**config.mk**
```make
export PLATFORM = sky130hd
export DESIGN_NAME = vc_input_buffer
export DESIGN_NICKNAME = d
export VERILOG_FILES = /design/src/rtl/vc_input_buffer.sv
export SDC_FILE = /design/constraint.sdc
export NUM_CORES = 1
export LEC_CHECK = 0
export CAP_MARGIN = 15
export CORE_ASPECT_RATIO = 1.1
export CORE_MARGIN = 4
export CORE_UTILIZATION = 59
export DETAILED_ROUTE_END_ITERATION = 16
export PLACE_DENSITY = 0.78
export RECOVER_POWER = 50
export SKIP_CTS_REPAIR_TIMING = 1
export SLEW_MARGIN = 20
export SYNTH_ARGS = -nofsm -noshare
export SYNTH_HDL_FRONTEND = slang
export SYNTH_HIERARCHICAL = 1
export SYNTH_SLANG_ARGS = --single-unit
```
**constraint.sdc**
```tcl
create_clock -name clk -period 13.1 [get_ports clk]
set_clock_uncertainty 0.15 [all_clocks]
set_input_delay 1.31 -clock clk [delete_from_list [all_inputs] [get_ports clk]]
set_output_delay 1.31 -clock clk [all_outputs]
set_load 0.01 [all_outputs]
```
**src/rtl/vc_input_buffer.sv**
```systemverilog
// Input VC buffer: steers incoming flits into per-VC FIFOs, checks packet framing, returns credits on pop.
// Latency: push visible on out_* one edge later; credit registered one edge after pop. No backpressure: credit flow, drops set sticky err.

`ifndef FLIT_DATA_WIDTH
`define FLIT_DATA_WIDTH 32
`endif

// Generic circular FIFO; caller guarantees push only with room (or with a same-cycle pop) and pop only when non-empty.
// Latency: write visible at front one edge later. No internal flow control.
module vc_ib_fifo #(
  parameter int WIDTH = 8,
  parameter int DEPTH = 8
) (
  input  logic                       clk,
  input  logic                       reset,
  input  logic                       push,
  input  logic [WIDTH-1:0]           push_dat,
  input  logic                       pop,
  output logic [WIDTH-1:0]           front_dat,
  output logic [$clog2(DEPTH+1)-1:0] count
);
  localparam int PW = $clog2(DEPTH);
  localparam int CW = $clog2(DEPTH+1);

  logic [WIDTH-1:0] mem [DEPTH];
  logic [PW-1:0]    wr_ptr;
  logic [PW-1:0]    rd_ptr;

  always_ff @(posedge clk) begin
    if (push) mem[wr_ptr] <= push_dat;
  end

  // DEPTH is a power of two, so the natural pointer overflow is the DEPTH-1 -> 0 wrap.
  always_ff @(posedge clk or negedge reset) begin
    if (!reset) begin
      wr_ptr <= '0;
      rd_ptr <= '0;
      count  <= '0;
    end else begin
      if (push) wr_ptr <= wr_ptr + PW'(1);
      if (pop)  rd_ptr <= rd_ptr + PW'(1);
      case ({push, pop})
        2'b10:   count <= count + CW'(1);
        2'b01:   count <= count - CW'(1);
        default: ;
      endcase
    end
  end

  assign front_dat = mem[rd_ptr];
endmodule

// Per-port input buffer of the VC router: one flit in and one flit popped per cycle.
// Latency: 1 cycle push-to-front, credit 1 cycle after pop. Illegal framing or full-VC pushes are dropped and flag err.
module vc_input_buffer #(
  parameter int NUM_VC = 4,
  parameter int DEPTH  = 8,
  parameter int DATA_W = `FLIT_DATA_WIDTH
) (
  input  logic                                  clk,
  input  logic                                  reset,
  input  logic                                  in_valid,
  input  logic [$clog2(NUM_VC)-1:0]             in_vc,
  input  logic                                  in_head,
  input  logic                                  in_tail,
  input  logic [DATA_W-1:0]                     in_data,
  output logic [NUM_VC-1:0]                     out_valid,
  output logic [NUM_VC-1:0]                     out_head,
  output logic [NUM_VC-1:0]                     out_tail,
  output logic [NUM_VC*DATA_W-1:0]              out_data,
  input  logic                                  pop_valid,
  input  logic [$clog2(NUM_VC)-1:0]             pop_vc,
  output logic                                  credit_valid,
  output logic [$clog2(NUM_VC)-1:0]             credit_vc,
  output logic [NUM_VC*$clog2(DEPTH+1)-1:0]     vc_count,
  output logic                                  err
);
  localparam int CW = $clog2(DEPTH+1);
  localparam int EW = DATA_W + 2;

  typedef enum logic {IDLE, ACTIVE} frame_t;

  frame_t            frame [NUM_VC];
  logic [CW-1:0]     cnt   [NUM_VC];
  logic [EW-1:0]     front [NUM_VC];
  logic [NUM_VC-1:0] push_v;
  logic [NUM_VC-1:0] pop_v;
  logic              pop_ok;
  logic              frame_ok;
  logic              room_ok;
  logic              push_ok;
  logic              drop;

  // A full VC still accepts a push when the same VC is popped this cycle.
  always_comb begin
    pop_ok   = pop_valid && (cnt[pop_vc] != '0);
    frame_ok = (frame[in_vc] == ACTIVE) ? !in_head : in_head;
    room_ok  = (cnt[in_vc] != CW'(DEPTH)) || (pop_ok && (pop_vc == in_vc));
    push_ok  = in_valid && frame_ok && room_ok;
    drop     = in_valid && !(frame_ok && room_ok);
    push_v   = '0;
    pop_v    = '0;
    push_v[in_vc]  = push_ok;
    pop_v[pop_vc]  = pop_ok;
  end

  for (genvar v = 0; v < NUM_VC; v++) begin : g_vc
    vc_ib_fifo #(
      .WIDTH (EW),
      .DEPTH (DEPTH)
    ) u_fifo (
      .clk       (clk),
      .reset     (reset),
      .push      (push_v[v]),
      .push_dat  ({in_head, in_tail, in_data}),
      .pop       (pop_v[v]),
      .front_dat (front[v]),
      .count     (cnt[v])
    );

    // Gate by occupancy so stale storage never leaks out, including during reset.
    assign out_valid[v]                  = (cnt[v] != '0);
    assign out_head[v]                   = out_valid[v] & front[v][EW-1];
    assign out_tail[v]                   = out_valid[v] & front[v][EW-2];
    assign out_data[v*DATA_W +: DATA_W]  = out_valid[v] ? front[v][DATA_W-1:0] : '0;
    assign vc_count[v*CW +: CW]          = cnt[v];
  end

  always_ff @(posedge clk or negedge reset) begin
    if (!reset) begin
      for (int v = 0; v < NUM_VC; v++) frame[v] <= IDLE;
      credit_valid <= 1'b0;
      credit_vc    <= '0;
      err          <= 1'b0;
    end else begin
      if (push_ok) frame[in_vc] <= in_tail ? IDLE : ACTIVE;
      credit_valid <= pop_ok;
      if (pop_ok) credit_vc <= pop_vc;
      if (drop)   err <= 1'b1;
    end
  end
endmodule

```
==> results.toml <==
[job]
cap_violations = 36

[die]
die_w_um = 270.5
start_util = 0.5971
io_pins = 202
core_area_um2 = 74880
rows = 105
dieArea_um2 = 80260
die_h_um = 296.7

[cells_and_area]
final_util = 0.6881
drive_gt1_frac = 0.2774
fin_area_um2 = 51530
area_growth_pct = 15.23
antenna_cells = 0
final_nets = 2346

[drt]
via_per_inst = 6.276
routed_wl_mm = 97.68
routedWlPerCell_um = 29.35
antenna_left = 0
route.vias.total = 20887
drc = 0
dr.pass1.iters = 5
first_iter_violations = 2220

[placement]
place.port_buffers = 201
dp_hpwl_mm = 52.54
pre_cts_ws_ns = 7.660
placed_area_um2 = 48070
place_congestion = 0.7989

[sta]
slew_viol_final = 1213
grt_setup_unrepaired = "false"
tightest_slew_ns = 2.743
worst_slack_ns = 7.332
final-setup-viol-count = 0
slew_headroom = -0.8284
finalHoldViolCount = 0
tns_ns = 0
max_freq_mhz = 173.4
period_needed_ns = 5.768
fin_crit_sh = 0.4403

[clock_tree]
cts.clk_slew.worst_paths_ns = 0.06
htreeDepth = 3
cts_root_buffer = "clkbuf_16"
clock_latency_ns = 0.66
numCtsBuffers = 103
cts_sinks = 1136
cts_buffer_depth = 3
cts_tree = "yes"

[grt]
grt_overflow = 0
grt_usage = 0.2432
antenna_found_initial = 3
grt_max_degree = 71
grt_pass1_wl_mm = 145.1
grt_pass1_vias = 22061

[yosys]
synth_area_um2 = 44710
synth_cells = 2003
avgSynthCellArea_um2 = 22.32
ys_warn_count = 6
synth_cell_types = 37
syn_nets = 2065
seq_area_frac_synth = 0.7575
ys_seq_elements = 1136

[outcome]
violations = "capacitance limit, slew limit"
status = "finished with violations"

[pwr]
ir_worst_vdd_uv = 150.4
p_per_area_nw_per_um2 = 210.0
leakage_nw = 16.49

[critical_path]
startpoint_type = "input pin"
crit_required_ns = 13.21
endpoint_kind = "flip-flop"
path_max_fanout = 33
cp.arrival_ns = 5.88
worst-setup-path-type = "input pin to flip-flop"

[min_path]
hp-class = "flip-flop to flip-flop"
==> layout make-up <==
type / instances / area (um2)
Sequential cell: 1136 / 33900
Fill cell: 4385 / 23360
Multi-Input combinational cell: 755 / 10410
Clock buffer: 144 / 2979
Timing Repair Buffer: 276 / 2744
Tap cell: 963 / 1205
Clock inverter: 42 / 244.0
Inverter: 12 / 45.04
==> cells in the mapped netlist <==
cell	count	area, um2
a21o_1	1	7.510
a21oi_1	10	50.05
a31oi_1	4	25.02
and2_1	102	638.1
and2_4	1	8.760
and2b_1	3	22.52
and3_1	2	12.51
and4_1	1	8.760
buf_1	4	15.01
buf_12	8	160.2
buf_2	37	185.2
buf_4	1	7.510
buf_6	5	56.30
clkbuf_1	45	168.9
dfrtp_1	48	1201
edfxtp_1	1088	32670
ha_1	20	250.2
inv_1	12	45.04
mux2_2	108	1216
mux2_4	40	600.6
mux2i_1	3	30.03
mux4_2	275	6193
nand2_1	24	90.09
nand2b_1	13	81.33
nand4_1	3	18.77
nor2_1	30	112.6
nor2b_1	45	281.5
nor3_1	14	70.07
nor3b_1	2	15.01
nor4_2	1	12.51
o211ai_4	1	21.27
o21ai_0	1	5.000
o32ai_1	4	35.03
or3_1	4	25.02
or4_1	4	30.03
xnor2_1	14	122.6
xor2_1	25	219.0
==> power breakdown <==
part | internal (W) | total [W] | switching, W
sequential | 0.00414 | 0.00448 | 0.000332
clock | 0.00160 | 0.00287 | 0.00126
combinational | 0.00202 | 0.00348 | 0.00146
total | 0.00776 | 0.0108 | 0.00306
==> cell families (layout without fill, tap and decap cells) <==
group	after synthesis	after routing	synth area share
DFF	1136	1136	0.7575
and+or+nand+nor	249	249	0.03193
adders and majority gates	20	20	0.005596
AOI/OAI and AO/OA	21	21	0.003218
xor gates and xnor gates	39	39	0.007639
muxes	426	426	0.1798
buffers and inverters	112	474	0.01427
==> through the flow <==
stage          total power (W)  cells  hold slack [ns]
3_5_place_dp          0.008073   3126           0.2982
2_1_floorplan         0.006652   2003           0.3286
3_3_place_gp          0.008005   3123           0.2960
5_1_grt                0.01129   3328           0.3148
6_report               0.01082   3328           0.3048
4_1_cts                0.01094   3312           0.3114
==> placed cells by master (no fill, tap or decap), drive strengths merged, types with 20 or more instances in the layout <==
| master | synthesis | routed |
|---|---|---|
| and2 | 103 | 103 |
| buf | 55 | 42 |
| clkbuf | 45 | 181 |
| clkdlybuf4s50 | 0 | 145 |
| clkinv | 0 | 35 |
| dfrtp | 48 | 48 |
| dlygate4sd3 | 0 | 52 |
| edfxtp | 1088 | 1088 |
| ha | 20 | 20 |
| mux2 | 148 | 148 |
| mux4 | 275 | 275 |
| nand2 | 24 | 24 |
| nor2 | 30 | 30 |
| nor2b | 45 | 45 |
| xor2 | 25 | 25 |
==> flip-flops by register name (all words and copies together), names as in the netlist <==
name                count
g_vc.u_fifo/count      16
g_vc.u_fifo/wr_ptr     12
credit_valid            1
g_vc.u_fifo/mem      1088
credit_vc               2
g_vc.u_fifo/rd_ptr     12
frame                   4
err                     1
==> worst paths after layout <==
| kind | from | to | slack (ns) | cells after the start |
|---|---|---|---|---|
| max in group asynchronous | reset | g_vc[3].u_fifo/rd_ptr[0] | 9.37 | 2 |
| max reg2reg | g_vc[3].u_fifo/count[1] | g_vc[3].u_fifo/mem[0][16] | 7.57 | 9 |
| min in group asynchronous | reset | g_vc[1].u_fifo/count[1] | 1.48 | 2 |
| min reg2reg | err | err | 0.30 | 1 |
| min | err | err | 0.30 | 1 |
| max | in_head | g_vc[3].u_fifo/mem[0][16] | 7.33 | 8 |
==> metal layers <==
layer | up-vias | track usage | share of wire
li1 | 8755 | - | -
met1 | 11039 | 0.3347 | 0.38
met2 | 962 | 0.4142 | 0.52
met3 | 131 | 0.03560 | 0.073
met4 | 0 | 0.07096 | 0.025
met5 | - | 0 | 0
==> critical path, stage by stage <==
cell	delay (ns)
dlygate4sd3_1	0.55
clkbuf_1	1.30
xor2_1	0.40
and4_1	0.27
and2_0	0.50
nand2b_1	0.34
nor3_1	0.29
clkbuf_1	0.90
No activity file was read; power rests on OpenSTA's default activity.
